`src/rtl/dlx_bus_pkg.sv`:
```
// Shared types for the DLX memory bus arbiter:
// FSM states, decode targets, requester ids.
package dlx_bus_pkg;

    typedef enum logic [1:0] {
        ST_IDLE,
        ST_RAM_ACC,
        ST_RESP
    } state_e;

    typedef enum logic [1:0] {
        TGT_NONE,
        TGT_LED,
        TGT_RAM
    } target_e;

    typedef enum logic {
        PORT_IF,
        PORT_DM
    } port_e;

    localparam logic [31:0] LED_ADDR_DFLT = 32'h0000_0001;

endpackage

```
`src/rtl/mem_bus_arbiter_if.sv`:
```
// Bundle of fetch, data, RAM and LED signals
// between the core side and the arbiter.
interface mem_bus_arbiter_if;

    logic        if_req;
    logic [31:0] if_addr;
    logic        if_ready;
    logic [31:0] if_rdata;

    logic        dm_req;
    logic        dm_we;
    logic [31:0] dm_addr;
    logic [31:0] dm_wdata;
    logic        dm_ready;
    logic [31:0] dm_rdata;

    logic        ram_cs;
    logic        ram_we;
    logic [31:0] ram_addr;
    logic [31:0] ram_wdata;
    logic [31:0] ram_rdata;

    logic [31:0] led;
    logic        bus_err;

    modport slave (
        input  if_req, if_addr,
        input  dm_req, dm_we, dm_addr, dm_wdata,
        input  ram_rdata,
        output if_ready, if_rdata,
        output dm_ready, dm_rdata,
        output ram_cs, ram_we, ram_addr, ram_wdata,
        output led, bus_err
    );

    modport master (
        output if_req, if_addr,
        output dm_req, dm_we, dm_addr, dm_wdata,
        output ram_rdata,
        input  if_ready, if_rdata,
        input  dm_ready, dm_rdata,
        input  ram_cs, ram_we, ram_addr, ram_wdata,
        input  led, bus_err
    );

endinterface

```
`src/rtl/bus_decode.sv`:
```
// Address decode: LED register, null page or RAM.
// LED match takes priority over the null check.
module bus_decode
    import dlx_bus_pkg::*;
#(
    parameter logic [31:0] LED_ADDR = LED_ADDR_DFLT
) (
    input  logic [31:0] addr,
    output target_e     tgt
);

    always_comb begin
        tgt = TGT_RAM;
        if (addr == LED_ADDR) begin
            tgt = TGT_LED;
        end else if (addr == 32'h0) begin
            tgt = TGT_NONE;
        end
    end

endmodule

```
`src/rtl/mem_bus_arbiter.sv`:
```
// Round-robin arbiter sharing one RAM and an LED
// register between the fetch and data ports.
module mem_bus_arbiter
    import dlx_bus_pkg::*;
#(
    parameter int unsigned RAM_LATENCY = 2,
    parameter logic [31:0] LED_ADDR    = LED_ADDR_DFLT
) (
    input logic         clk,
    input logic         rst,
    mem_bus_arbiter_if.slave bus
);

    localparam logic [3:0] LAT = 4'(RAM_LATENCY);

    state_e      state;
    logic [3:0]  cnt;
    port_e       last_gnt;
    port_e       cur_port;
    logic [31:0] cur_addr;
    logic [31:0] cur_wdata;

    logic        if_ready_q;
    logic        dm_ready_q;
    logic [31:0] if_rdata_q;
    logic [31:0] dm_rdata_q;
    logic        ram_cs_q;
    logic        ram_we_q;
    logic [31:0] led_q;
    logic        bus_err_q;

    logic        any_req;
    logic        pick_dm;
    port_e       gnt;
    logic [31:0] arb_addr;
    logic        g_we;
    logic [31:0] g_wdata;
    logic [31:0] imm_rdata;
    target_e     tgt;

    // Data wins a tie unless it was the last port served.
    always_comb begin
        any_req  = bus.if_req | bus.dm_req;
        pick_dm  = bus.dm_req &&
                   (!bus.if_req || last_gnt == PORT_IF);
        gnt      = pick_dm ? PORT_DM : PORT_IF;
        arb_addr = pick_dm ? bus.dm_addr : bus.if_addr;
        g_we     = pick_dm & bus.dm_we;
        g_wdata  = pick_dm ? bus.dm_wdata : 32'h0;
        imm_rdata = (tgt == TGT_LED && !g_we) ? led_q : 32'h0;
    end

    bus_decode #(
        .LED_ADDR(LED_ADDR)
    ) u_dec (
        .addr(arb_addr),
        .tgt (tgt)
    );

    always_ff @(posedge clk) begin
        if (rst) begin
            state      <= ST_IDLE;
            cnt        <= 4'd0;
            last_gnt   <= PORT_IF;
            cur_port   <= PORT_IF;
            cur_addr   <= 32'h0;
            cur_wdata  <= 32'h0;
            if_ready_q <= 1'b0;
            dm_ready_q <= 1'b0;
            if_rdata_q <= 32'h0;
            dm_rdata_q <= 32'h0;
            ram_cs_q   <= 1'b0;
            ram_we_q   <= 1'b0;
            led_q      <= 32'h0;
            bus_err_q  <= 1'b0;
        end else begin
            if_ready_q <= 1'b0;
            dm_ready_q <= 1'b0;
            if_rdata_q <= 32'h0;
            dm_rdata_q <= 32'h0;
            bus_err_q  <= 1'b0;
            unique case (state)
                ST_IDLE: begin
                    if (any_req) begin
                        last_gnt  <= gnt;
                        cur_port  <= gnt;
                        cur_addr  <= arb_addr;
                        cur_wdata <= g_wdata;
                        if (tgt == TGT_RAM) begin
                            state    <= ST_RAM_ACC;
                            cnt      <= LAT;
                            ram_cs_q <= 1'b1;
                            ram_we_q <= g_we;
                        end else begin
                            state     <= ST_RESP;
                            bus_err_q <= (tgt == TGT_NONE);
                            if (tgt == TGT_LED && g_we) begin
                                led_q <= g_wdata;
                            end
                            if (pick_dm) begin
                                dm_ready_q <= 1'b1;
                                dm_rdata_q <= imm_rdata;
                            end else begin
                                if_ready_q <= 1'b1;
                                if_rdata_q <= imm_rdata;
                            end
                        end
                    end
                end
                ST_RAM_ACC: begin
                    if (cnt == 4'd1) begin
                        state    <= ST_RESP;
                        cnt      <= 4'd0;
                        ram_cs_q <= 1'b0;
                        ram_we_q <= 1'b0;
                        if (cur_port == PORT_DM) begin
                            dm_ready_q <= 1'b1;
                            dm_rdata_q <= bus.ram_rdata;
                        end else begin
                            if_ready_q <= 1'b1;
                            if_rdata_q <= bus.ram_rdata;
                        end
                    end else begin
                        cnt <= cnt - 4'd1;
                    end
                end
                ST_RESP: begin
                    state <= ST_IDLE;
                end
                default: begin
                    state <= ST_IDLE;
                end
            endcase
        end
    end

    assign bus.if_ready  = if_ready_q;
    assign bus.if_rdata  = if_rdata_q;
    assign bus.dm_ready  = dm_ready_q;
    assign bus.dm_rdata  = dm_rdata_q;
    assign bus.ram_cs    = ram_cs_q;
    assign bus.ram_we    = ram_we_q;
    assign bus.ram_addr  = cur_addr;
    assign bus.ram_wdata = cur_wdata;
    assign bus.led       = led_q;
    assign bus.bus_err   = bus_err_q;

endmodule

```
`src/flat_wrapper.sv`:
```
// flat-port wrapper written by rule: the top's interface ports become plain ports
module mem_bus_arbiter_flat import dlx_bus_pkg::*;
#(
    parameter int unsigned RAM_LATENCY = 2,
    parameter logic [31:0] LED_ADDR    = LED_ADDR_DFLT
)
  (clk, rst, bus_if_req, bus_if_addr, bus_dm_req, bus_dm_we, bus_dm_addr, bus_dm_wdata, bus_ram_rdata, bus_if_ready, bus_if_rdata, bus_dm_ready, bus_dm_rdata, bus_ram_cs, bus_ram_we, bus_ram_addr, bus_ram_wdata, bus_led, bus_bus_err);
  mem_bus_arbiter_if bus_i ();
  input logic clk;
  input logic rst;
  input wire logic [$bits(bus_i.if_req)-1:0] bus_if_req;
  input wire logic [$bits(bus_i.if_addr)-1:0] bus_if_addr;
  input wire logic [$bits(bus_i.dm_req)-1:0] bus_dm_req;
  input wire logic [$bits(bus_i.dm_we)-1:0] bus_dm_we;
  input wire logic [$bits(bus_i.dm_addr)-1:0] bus_dm_addr;
  input wire logic [$bits(bus_i.dm_wdata)-1:0] bus_dm_wdata;
  input wire logic [$bits(bus_i.ram_rdata)-1:0] bus_ram_rdata;
  output wire logic [$bits(bus_i.if_ready)-1:0] bus_if_ready;
  output wire logic [$bits(bus_i.if_rdata)-1:0] bus_if_rdata;
  output wire logic [$bits(bus_i.dm_ready)-1:0] bus_dm_ready;
  output wire logic [$bits(bus_i.dm_rdata)-1:0] bus_dm_rdata;
  output wire logic [$bits(bus_i.ram_cs)-1:0] bus_ram_cs;
  output wire logic [$bits(bus_i.ram_we)-1:0] bus_ram_we;
  output wire logic [$bits(bus_i.ram_addr)-1:0] bus_ram_addr;
  output wire logic [$bits(bus_i.ram_wdata)-1:0] bus_ram_wdata;
  output wire logic [$bits(bus_i.led)-1:0] bus_led;
  output wire logic [$bits(bus_i.bus_err)-1:0] bus_bus_err;
  assign bus_i.if_req = bus_if_req;
  assign bus_i.if_addr = bus_if_addr;
  assign bus_i.dm_req = bus_dm_req;
  assign bus_i.dm_we = bus_dm_we;
  assign bus_i.dm_addr = bus_dm_addr;
  assign bus_i.dm_wdata = bus_dm_wdata;
  assign bus_i.ram_rdata = bus_ram_rdata;
  assign bus_if_ready = bus_i.if_ready;
  assign bus_if_rdata = bus_i.if_rdata;
  assign bus_dm_ready = bus_i.dm_ready;
  assign bus_dm_rdata = bus_i.dm_rdata;
  assign bus_ram_cs = bus_i.ram_cs;
  assign bus_ram_we = bus_i.ram_we;
  assign bus_ram_addr = bus_i.ram_addr;
  assign bus_ram_wdata = bus_i.ram_wdata;
  assign bus_led = bus_i.led;
  assign bus_bus_err = bus_i.bus_err;
  mem_bus_arbiter #(.RAM_LATENCY(RAM_LATENCY), .LED_ADDR(LED_ADDR)) u_core (.clk(clk), .rst(rst), .bus(bus_i));
endmodule
```
`config.mk`:
```
export PLATFORM = sky130hd
export DESIGN_NAME = mem_bus_arbiter_flat
export DESIGN_NICKNAME = d
export VERILOG_FILES = /design/src/rtl/dlx_bus_pkg.sv /design/src/rtl/mem_bus_arbiter_if.sv /design/src/rtl/bus_decode.sv /design/src/rtl/mem_bus_arbiter.sv /design/src/flat_wrapper.sv
export SDC_FILE = /design/constraint.sdc
export NUM_CORES = 1
export LEC_CHECK = 0
export ABC_AREA = 1
export CAP_MARGIN = 15
export CORE_ASPECT_RATIO = 1.5
export CORE_MARGIN = 3
export CORE_UTILIZATION = 40
export CTS_CLUSTER_DIAMETER = 200
export DETAILED_ROUTE_END_ITERATION = 8
export GPL_TIMING_DRIVEN = 0
export PLACE_DENSITY_LB_ADDON = 0.12
export SLEW_MARGIN = 40
export SYNTH_ARGS = -nofsm -noshare
export SYNTH_HDL_FRONTEND = slang
export SYNTH_HIERARCHICAL = 1
export SYNTH_SLANG_ARGS = --single-unit
```
`constraint.sdc`:
```
create_clock -name clk -period 3.3 [get_ports clk]
set_clock_uncertainty 0.1 [all_clocks]
set_input_delay 0.99 -clock clk [delete_from_list [all_inputs] [get_ports clk]]
set_output_delay 0.99 -clock clk [all_outputs]
set_load 0.005 [all_outputs]
```
### Yosys cells after proc, flatten, opt, wreduce, memory -nomap -nowiden

Cells that the tools add are included.

* add/subtract/negate cells: 1
* multiply operators: 0
* div/mod/pow operators: 0
* order comparisons: 0
* equality and inequality tests: 8
* shift-type cells: 0
* multiplexer cells: 44
* bitwise gates (word level): 6
* reductions and logical operators: 16

Operators with widths (number)
* two-way mux 32 bit: 13
* case mux 32 bit (2 select lines): 2
* == test 32 x 1 -> 1 bit, second input constant: 1
* zero test 32 bit: 1
* two-way mux 1 bit: 15
* two-way mux 4 bit: 3
* two-way mux 2 bit: 5
* case mux 1 bit (2 select lines): 4
* case mux 4 bit (2 select lines): 1
* AND reduction 4 bit: 2
* != test 2 x 1 -> 1 bit, second input constant: 3
* == test 2 x 1 -> 1 bit, second input constant: 2
* == test 4 x 1 -> 1 bit, second input constant: 1
* zero test 2 bit: 2
* inverter 1 bit: 4
* case mux 2 bit (2 select lines): 1
* AND reduction 2 bit: 2
* OR reduction 4 bit: 1
* subtractor 4 x 1 -> 4 bit, second input constant: 1
* logical AND 1 bit: 3
* AND reduction 3 bit: 1
* == test 2 bit, second input constant: 1
* zero test 1 bit: 2
* nonzero test 2 bit: 1
* 3 further kinds: 3

* bits in registers: 172
* bits in latches: 0
* memory bits (writable): 0
* bits in read-only memories: 0
* input bits: 133
* output and inout bits: 165
* word-level logic and storage cells: 88
* memories: 0

### Depth between registers and ports, before layout

Gate-level depths: netlist (run 1).

* depth in word-level cells: 14
* mapped depth: 22
* mapped depth without buffers: 18

### By module

The synthesis (run 1) kept the hierarchy.

Modules (own cells, without submodules)
* mem_bus_arbiter: times used 1, cells each 1108, area each 7508.5 um^2, seq. area each 3443.3 um^2
* bus_decode: times used 1, cells each 32, area each 126.4 um^2, seq. area each 0.0 um^2

### Worst setup path before layout (run 1)

No wires, ideal clock.

* path kind: in2reg
* from: input bus_if_req
* to: register u_core.led_q[3] (netlist: u_core/bus.led[3])
* setup time: 0.113 ns
* data arrival time: 2.976 ns
* required time: 3.087 ns
* setup slack: 0.112 ns
* stages on the path: 20
* path buffers: 3
* path through: nand2_2 -> nand2_1 -> inv_2 -> buf_6 -> buf_4 -> nand2_1 -> nand2_1 -> nor2_1 -> nand2_1 -> nor2_1 -> nand3_1 -> nor2_1 -> inv_1 -> nor2_4 -> inv_1 -> nor2_2 -> nand2_1 -> buf_2 -> nor2_1 -> nor2_1

* elaborated cells on any way between the ends: 16
* those cells by class: eq/ne: 3; mux: 4; bitwise: 3; reduce/logical: 6

RTL lines
* from (decl): RTL line flat_wrapper.sv:11 `input wire logic [$bits(bus_i.if_req)-1:0] bus_if_req;`
* zero test 1 bit *: RTL line mem_bus_arbiter.sv:45 `(!bus.if_req || last_gnt == PORT_IF);`
* logical OR 1 bit *: RTL line mem_bus_arbiter.sv:45
* logical AND 1 bit *: RTL line mem_bus_arbiter.sv:44 `pick_dm = bus.dm_req &&`
* two-way mux 32 bit *: RTL line mem_bus_arbiter.sv:47 `arb_addr = pick_dm ? bus.dm_addr : bus.if_addr;`
* named net u_core.arb_addr[31]: RTL line mem_bus_arbiter.sv:35 `logic [31:0] arb_addr;`
* == test 32 x 1 -> 1 bit *: RTL line bus_decode.sv:14 `if (addr == LED_ADDR) begin`
* two-way mux 2 bit *: RTL line bus_decode.sv:14
* named net u_core.tgt[0]: RTL line mem_bus_arbiter.sv:39 `target_e tgt;`
* == test 2 x 1 -> 1 bit or == test 2 bit (tied branches): RTL line mem_bus_arbiter.sv:97, mem_bus_arbiter.sv:89
* logical AND 1 bit or inverter 1 bit (tied branches)
* AND reduction 4 bit (no line) *
* to (signal assigned): RTL line mem_bus_arbiter.sv:98 `led_q <= g_wdata;`
* to (decl): RTL line mem_bus_arbiter.sv:29 `logic [31:0] led_q;`

Mark *: on every way through the listed nets, which the timed path passes. The rest lies on a longest branch.
A chain may end at the register's enable or synchronous reset.

### Final worst setup path (run 1)

* from: input bus_if_req
* to: register u_core.if_rdata_q[19] (netlist: u_core/bus.if_rdata[19])

* elaborated cells on any way between the ends: 19
* those cells by class: eq/ne: 3; mux: 8; bitwise: 2; reduce/logical: 6

RTL lines
* zero test 1 bit *: RTL line mem_bus_arbiter.sv:45
* logical OR 1 bit *: RTL line mem_bus_arbiter.sv:45
* logical AND 1 bit *: RTL line mem_bus_arbiter.sv:44
* two-way mux 32 bit *: RTL line mem_bus_arbiter.sv:47
* named net u_core.arb_addr[19]: RTL line mem_bus_arbiter.sv:35
* == test 32 x 1 -> 1 bit *: RTL line bus_decode.sv:14
* two-way mux 2 bit *: RTL line bus_decode.sv:14
* named net u_core.tgt[0]: RTL line mem_bus_arbiter.sv:39
* == test 2 x 1 -> 1 bit: RTL line mem_bus_arbiter.sv:50 `imm_rdata = (tgt == TGT_LED && !g_we) ? led_q : 32'h0;`
* logical AND 1 bit: RTL line mem_bus_arbiter.sv:50
* two-way mux 32 bit: RTL line mem_bus_arbiter.sv:50
* two-way mux 32 bit: RTL line mem_bus_arbiter.sv:100 `if (pick_dm) begin`
* two-way mux 32 bit *: RTL line mem_bus_arbiter.sv:89 `if (tgt == TGT_RAM) begin`
* two-way mux 32 bit *: RTL line mem_bus_arbiter.sv:84 `if (any_req) begin`
* case mux 32 bit (2 select lines) *: RTL line mem_bus_arbiter.sv:82 `unique case (state)`
* to (signal assigned): RTL line mem_bus_arbiter.sv:105 `if_rdata_q <= imm_rdata;`
* to (signal assigned): RTL line mem_bus_arbiter.sv:121 `if_rdata_q <= bus.ram_rdata;`
* to (decl): RTL line mem_bus_arbiter.sv:25 `logic [31:0] if_rdata_q;`

Marked as above.

==> results of run 1 <==
## cell families after synthesis
| kind of cell | after synthesis | share of synthesized area (%) |
|---|---|---|
| simple gates | 701 | 38.1 |
| flops | 172 | 45.1 |
| compound gates | 126 | 8.26 |
| fa+ha+maj | 2 | 0.328 |
| xor+xnor | 1 | 0.115 |
| buf+inv | 138 | 8.06 |
## sequential cells by signal (all words and copies together) (netlist names)
name                  cells
u_core/bus.bus_err        1
u_core/bus.dm_rdata      32
u_core/bus.dm_ready       1
u_core/bus.if_rdata      32
u_core/bus.if_ready       1
u_core/bus.led           32
u_core/bus.ram_addr      32
u_core/bus.ram_cs         1
u_core/bus.ram_wdata     32
u_core/bus.ram_we         1
u_core/cnt                4
u_core/cur_port           1
u_core/state              2
## cells in the final DEF (no fill, tap or decap), drive strengths merged
cell             n
a21oi           72
buf             48
clkbuf          68
clkdlybuf4s50  294
clkinv           7
clkinvlp         1
dfxtp          172
ha               2
inv             55
nand2          268
nand3           76
nand4           36
nor2           287
nor3            33
nor4             1
o21ai           54
xor2             1
## timing repair
item                                    CTS  global route
buffers inserted                          3             3
gates cloned                              1             0
pin swaps                                 5             4
gates resized for setup                  45            20
endpoints found under the setup margin  107            99
hold endpoints to repair                  0             0
## worst min-delay path by stage
stage / slack [ps] / end / depth (start not counted) / from
3_5_place_dp: 360 / u_core/bus.ram_wdata[5]$_SDFFE_PP0P_ / 2 / u_core/bus.ram_wdata[5]$_SDFFE_PP0P_
5_1_grt: 390 / u_core/bus.ram_wdata[5]$_SDFFE_PP0P_ / 2 / u_core/bus.ram_wdata[5]$_SDFFE_PP0P_
4_1_cts: 370 / u_core/bus.ram_wdata[5]$_SDFFE_PP0P_ / 2 / u_core/bus.ram_wdata[5]$_SDFFE_PP0P_
3_3_place_gp: 360 / u_core/bus.ram_cs$_SDFFE_PP0P_ / 2 / u_core/bus.ram_cs$_SDFFE_PP0P_
2_1_floorplan: 360 / u_core/cnt[0]$_SDFFE_PP0P_ / 2 / u_core/cnt[0]$_SDFFE_PP0P_
6_report: 370 / u_core/bus.ram_wdata[5]$_SDFFE_PP0P_ / 2 / u_core/bus.ram_wdata[5]$_SDFFE_PP0P_
## final cells by class
class / count / area [sq um] / share of cell area [%]
clock buffers: 20 / 457 / 3.89
repair buffers: 303 / 3030 / 25.8
flip-flops and latches: 172 / 3440 / 29.4
plain buffers: 87 / 483 / 4.12
well taps: 252 / 315 / 2.69
multi-input cells: 830 / 3700 / 31.6
inverters: 51 / 191 / 1.63
clock inverters: 12 / 108 / 0.918
## per-layer routing
layer  share of wire (%)  global-route usage [%]  up-vias  wire length (um)
met5                   0                       0        -                 0
met2                  53                    50.7      371             15000
met4                 2.8                    9.28        0               801
met1                  36                    27.5     3802             10200
met3                 7.8                    7.97       49              2200
li1                    -                       -     4275                 -
## power by group through the flow
| stage | logic [mW] | clock network (mW) | registers, mW |
|---|---|---|---|
| after detailed placement | 1.73 | 0 | 2.46 |
| after CTS | 1.75 | 1.95 | 2.42 |
| after global routing | 1.93 | 2.03 | 2.44 |
| final | 1.76 | 1.91 | 2.42 |
| after floorplan | 0.814 | 0 | 2.46 |
| after global placement | 1.71 | 0 | 2.45 |
## tightest hold or removal path, cell delays in order, from the launching register on
cell	delay, ps
dfxtp_1	310
nand2_1	60
a21oi_1	50
==> reports/metrics.cfg, run 1 <==
[clock_network]
clk_latency_ps=430
clk_path_buf_depth=2
htreeDepth=4
cts_hold_buffers=0
cts_tree=done
cts.clk_slew.worst_paths_ps=70
cts_root_buf=clkbuf_16
cts_sinks=172
numCtsBuffers=17

[timing]
rsz0062_at_grt=false
slew_viol_final=0
setup_viol=0
period_minus_slack_ps=3140
hold_viol=0
maxSlewHeadroom_pct=57.8
tightest_slew_ps=633
finalHoldWorstSlack_ps=368
finalSetupTns_ps=0
max_freq_mhz=318
fin_ws_ps=157
post-route-period-util_pct=95.3

[pwr]
switching_power_mw=2.00
seqPwrFrac_pct=39.7
p_int_mw=4.09
p_leak_nw=4.43
p_total_mw=6.09
switching_share_pct=32.9
clkPwrFrac_pct=31.3
irDropWorstVdd_uv=350
p_per_area_nw_per_um2=519
power_frac_comb_pct=29.0

[place]
gp_congestion=0.902
place_hpwl_um=22300
port_buffers=296
post-place-ws_ps=-1550
place_inst=1688
placed_area_sq_um=10900

[die]
start_util_pct=41.0
core-area_sq_um=18600
die_area_sq_um=20800
die_h_um=175
die_width_um=119
num_rows=61
ios=298

[critical_path]
crit_end=u_core/bus.if_rdata[19]$_SDFF_PP0_
rr_worst_depth=20
cp_data_arrival_time_ps=3390
crit_required_ps=3550
critical_path.top_delay_family=simple AND/OR/NAND/NOR gates
r2r-start=u_core/cur_port$_SDFFE_PP0P_
worstPathCellList=clkbuf_2 -> nand2_2 -> nand2_4 -> inv_2 -> buf_6 -> buf_4 -> nand2_1 -> nand2_1 -> nor2_1 -> nand2_1 -> nor2_4 -> nand3_2 -> nor2_4 -> inv_2 -> nand2_1 -> nand2_2 -> nor2_8 -> buf_6 -> nand2_1 -> a21oi_1
worstSetupEndpointType=flip-flop
cpPeakStageDelay_ps=190
cp_slowest_cell=nor2_8
cp.depth=20
r2r_slack_ps=320
worst_path_most_repeated_cell=nand2_1
crit_buf_inv=6
crit_fanout=10
worstSetupStartpoint=bus_if_req
worstSetupPathType=in2reg
critPathLaunchType=input port
worst_r2r_endpoint=u_core/bus.if_rdata[19]$_SDFF_PP0_

[grt]
grt_pass1_vias=8306
grt_max_degree=17
grt_overflow=0
grt_first_pass_wirelength_um=43900
antenna_found_initial=0
grt_usage_pct=26.7

[detailed_routing]
dr.pass1.iters=5
wl_um=28300
vias=8497
wire_per_inst_um=16.4
drt_iter0_drc=665
vias_per_cell=4.92
drc=0
antenna_left=0

[finish]
diodes=0
final_cells=1727
n_fill_cell=1805
fin_util_pct=63.0
finalNetCount=1597
drive_gt1_share_pct=8.14
final_area_sq_um=11700
syn2layout_area_growth_pct=53.6

[logic_synthesis]
synthTopCellsByCount=nor2_1 (282), nand2_1 (266), dfxtp_1 (172)
yosys.area.top_type=dfxtp_1
synth_edf_count=0
synth.most_common_cell=nor2_1
synth_cells=1140
avgSynthCellArea_sq_um=6.70
ys_ff_latch=172
yosysWarnings=6
async_reset_ff_share_pct=0
synth_area_sq_um=7630
netlist-cell-type-count=23
synth_ff_type=dfxtp_1
yosysSeqAreaShare_pct=45.1
yosysTopAreaCellShare_pct=45.1
ys_top_cells_by_area=dfxtp_1 (45%), nor2_1 (14%), nand2_1 (13%)
synth_nets=1275

[job]
max_cap_violations=0

[outcome]
status=complete, no violations

[min_path]
hp-class=reg2reg

Note: power is estimated with default switching activity, not from simulation.
==> run 2, diff against run 1 <==
CORE_UTILIZATION = 39   (was 40)
MAX_ROUTING_LAYER = met4   (was unset)
SYNTH_HIERARCHICAL = unset   (was 1)
==> run 2 against run 1 <==
Compared with the run above:
- largest cell class is now registers
- global-route usage down 0.75 points
- first-iteration DRC count is 30% lower
- combinational power down 15%
- cell count is 8.6% lower
- register-to-register slack better by 410 ps
- sequential power is essentially flat
- via count decreased by 9.6%
- worst hold slack gained 2.3 ps
- critical endpoint is now u_core.bus.dm_rdata[15]$_SDFF_PP0_
- design area fell by 4.6%
==> reports/metrics.cfg, run 2 <==
[critical_path]
worstSetupEndpointType=flip-flop
worstSetupPathType=in2reg
worstSetupStartpoint=bus_dm_req
crit_fanout=10  ; unchanged
crit_required_ps=3550  ; about the same
rr_worst_depth=16  ; -20%
cp_data_arrival_time_ps=3440  ; +50 ps
critPathLaunchType=input port
r2r-start=u_core.last_gnt$_SDFFE_PP0P_

[place]
port_buffers=296  ; unchanged
placed_area_sq_um=10400  ; -4.5%
gp_congestion=0.858  ; -4.8%
place_hpwl_um=20400  ; -8.6%
post-place-ws_ps=-657  ; +896 ps

[min_path]
hp-start=u_core.bus.ram_wdata[8]$_SDFFE_PP0P_
worstHoldPathCells=2  ; unchanged
hp-class=reg2reg

[job]
max_cap_violations=0  ; unchanged

[logic_synthesis]
synthTopCellsByCount=nor2_1 (284), dfxtp_1 (172), nand2_1 (166)
synth_edf_count=0  ; unchanged
yosysWarnings=0  ; -6
avgSynthCellArea_sq_um=6.99  ; +4.4%
synth.most_common_cell=nor2_1
synth_cells=1028  ; -9.8%
synth_nets=1163  ; -8.8%
yosysSeqAreaShare_pct=47.9  ; +2.8 points
ys_top_cells_by_area=dfxtp_1 (48%), nor2_1 (15%), nand2_1 (8.7%)
netlist-cell-type-count=27  ; +17%
async_reset_ff_share_pct=0  ; unchanged
yosysTopAreaCellShare_pct=47.9  ; +2.8 points
yosys.area.top_type=dfxtp_1
synth_area_sq_um=7190  ; -5.9%
ys_ff_latch=172  ; unchanged
synth_ff_type=dfxtp_1

[timing]
max_freq_mhz=313  ; -1.5%
period_minus_slack_ps=3190  ; +47.6 ps
finalSetupTns_ps=0  ; unchanged
tightest_slew_ps=657  ; +23.1 ps
maxSlewHeadroom_pct=56.0  ; -1.8 points
setup_viol=0  ; unchanged
slew_viol_final=0  ; unchanged
hold_viol=0  ; unchanged
post-route-period-util_pct=96.7  ; +1.4 points
fin_ws_ps=109  ; -47.6 ps

[finish]
finalNetCount=1483  ; -7.1%
mostFrequentLayoutCell=clkdlybuf4s50_1
final_area_sq_um=11200  ; -4.6%
seqCellArea_sq_um=3440  ; unchanged
multi_input_comb_area_sq_um=3180  ; -14%
n_fill_cell=1717  ; -4.9%
mostFrequentLayoutCells=clkdlybuf4s50_1 (295), nor2_1 (282), dfxtp_1 (172), nand2_1 (162), inv_1 (81)
syn2layout_area_growth_pct=55.7
drive_gt1_share_pct=6.10  ; -2.0 points

[die]
ios=298  ; unchanged
die_h_um=172  ; -1.7%
start_util_pct=39.9  ; -1.1 points
core-area_sq_um=18000  ; -3.3%
num_rows=60  ; -1.6%
die_area_sq_um=20100  ; -3.3%
die_width_um=117  ; -1.7%

[detailed_routing]
dr.pass1.iters=5  ; unchanged
drc=0  ; unchanged
wire_per_inst_um=16.5  ; +0.83%
drt_iter0_drc=466  ; -30%
vias_per_cell=4.86  ; -1.1%
vias=7681  ; -9.6%
antenna_left=0  ; unchanged
wl_um=26100  ; -7.8%

[grt]
grt_first_pass_wirelength_um=39000  ; -11%
grt_max_degree=18  ; +1
grt_usage_pct=26.0  ; -0.75 points
grt_overflow=0  ; unchanged
antenna_found_initial=1  ; +1
grt_pass1_vias=7393  ; -11%

[clock_network]
cts_hold_buffers=0  ; unchanged
cts_sinks=172  ; unchanged
clk_path_buf_depth=2  ; unchanged
cts_root_buf=clkbuf_16
numCtsBuffers=17  ; unchanged
cts_tree=done
htreeDepth=4  ; unchanged
clk_latency_ps=420  ; about the same
cts.clk_slew.worst_paths_ps=70  ; about the same

[pwr]
clkPwrFrac_pct=33.4  ; +2.1 points
p_int_mw=4.00  ; -2.1%
irDropWorstVdd_uv=388  ; +11%
switching_power_mw=1.85  ; -7.5%
p_per_area_nw_per_um2=523  ; +0.76%
power_frac_comb_pct=25.7  ; -3.3 points
seqPwrFrac_pct=40.9  ; +1.2 points
switching_share_pct=31.6  ; -1.2 points
p_leak_nw=4.58  ; +3.3%

[outcome]
status=complete, no violations

[run 2: final timing paths]
kind                                     endpoint  slack (ps)
max reg2reg    u_core.bus.dm_rdata[15]$_SDFF_PP0_         730
max            u_core.bus.dm_rdata[15]$_SDFF_PP0_         110
min reg2reg  u_core.bus.ram_wdata[8]$_SDFFE_PP0P_         370
min          u_core.bus.ram_wdata[8]$_SDFFE_PP0P_         370
[run 2: layout make-up]
class                           count  share of cell area [%]
Sequential cell                   172                    30.8
Multi-Input combinational cell    705                    28.4
Timing Repair Buffer              301                    27.1
Clock buffer                       19                    3.96
Buffer                             68                    3.37
Inverter                           83                    2.78
Tap cell                          217                    2.43
Clock inverter                     13                    1.15
Antenna cell                        1                  0.0224
[run 2: what timing repair did]
action | 4_1_cts | 5_1_grt
hold endpoints to repair | 0 | 0
gates cloned | 0 | 3
buffers inserted | 1 | 1
gates resized for setup | 12 | 30
setup endpoints to repair | 125 | 117
pin swaps | 0 | 8
[run 2: per-layer routing]
layer | vias up | GRT usage, % | routed length (um)
li1 | 3898 | - | -
met1 | 3397 | 27.7 | 9690
met2 | 334 | 46.3 | 13700
met3 | 52 | 6.06 | 1850
met4 | 0 | 9.23 | 811
met5 | - | - | 0
[run 2: power by group through the flow]
stage / Sequential, mW / Combinational, mW / Clock [mW]
5_1_grt: 2.42 / 1.65 / 2.05
6_report: 2.40 / 1.50 / 1.96
4_1_cts: 2.39 / 1.49 / 1.98
3_3_place_gp: 2.43 / 1.46 / 0
3_5_place_dp: 2.44 / 1.47 / 0
2_1_floorplan: 2.44 / 0.646 / 0
[run 2: per-stage QoR]
step	utilization (%)	hold slack, ps	cells	power, mW
after floorplan	-	354	1028	3.09
after global placement	57.8	356	1541	3.89
after detailed placement	57.9	358	1541	3.91
after CTS	61.3	371	1574	5.86
after global routing	62.1	389	1579	6.12
final	62.1	370	1579	5.85
[run 2: worst max-delay path, cell delays in order]
cell and delay (ps):
clkdlybuf4s50_1 500, nand2_4 140, buf_8 130, buf_12 140
nand2_1 70, nand2_2 120, nand2_1 70, nor2_1 120
nand2_2 80, nor2_4 170, nand2_4 100, nor2_4 190
buf_6 170, buf_6 150, nand4_1 100, a21oi_1 180
[run 2: logic make-up after synthesis]
logic type,share of synthesized area [%]
fa+ha+maj,0.348
flops,47.9
buf+inv,8.74
simple gates,32.7
xor+xnor,0.122
compound gates,10.2
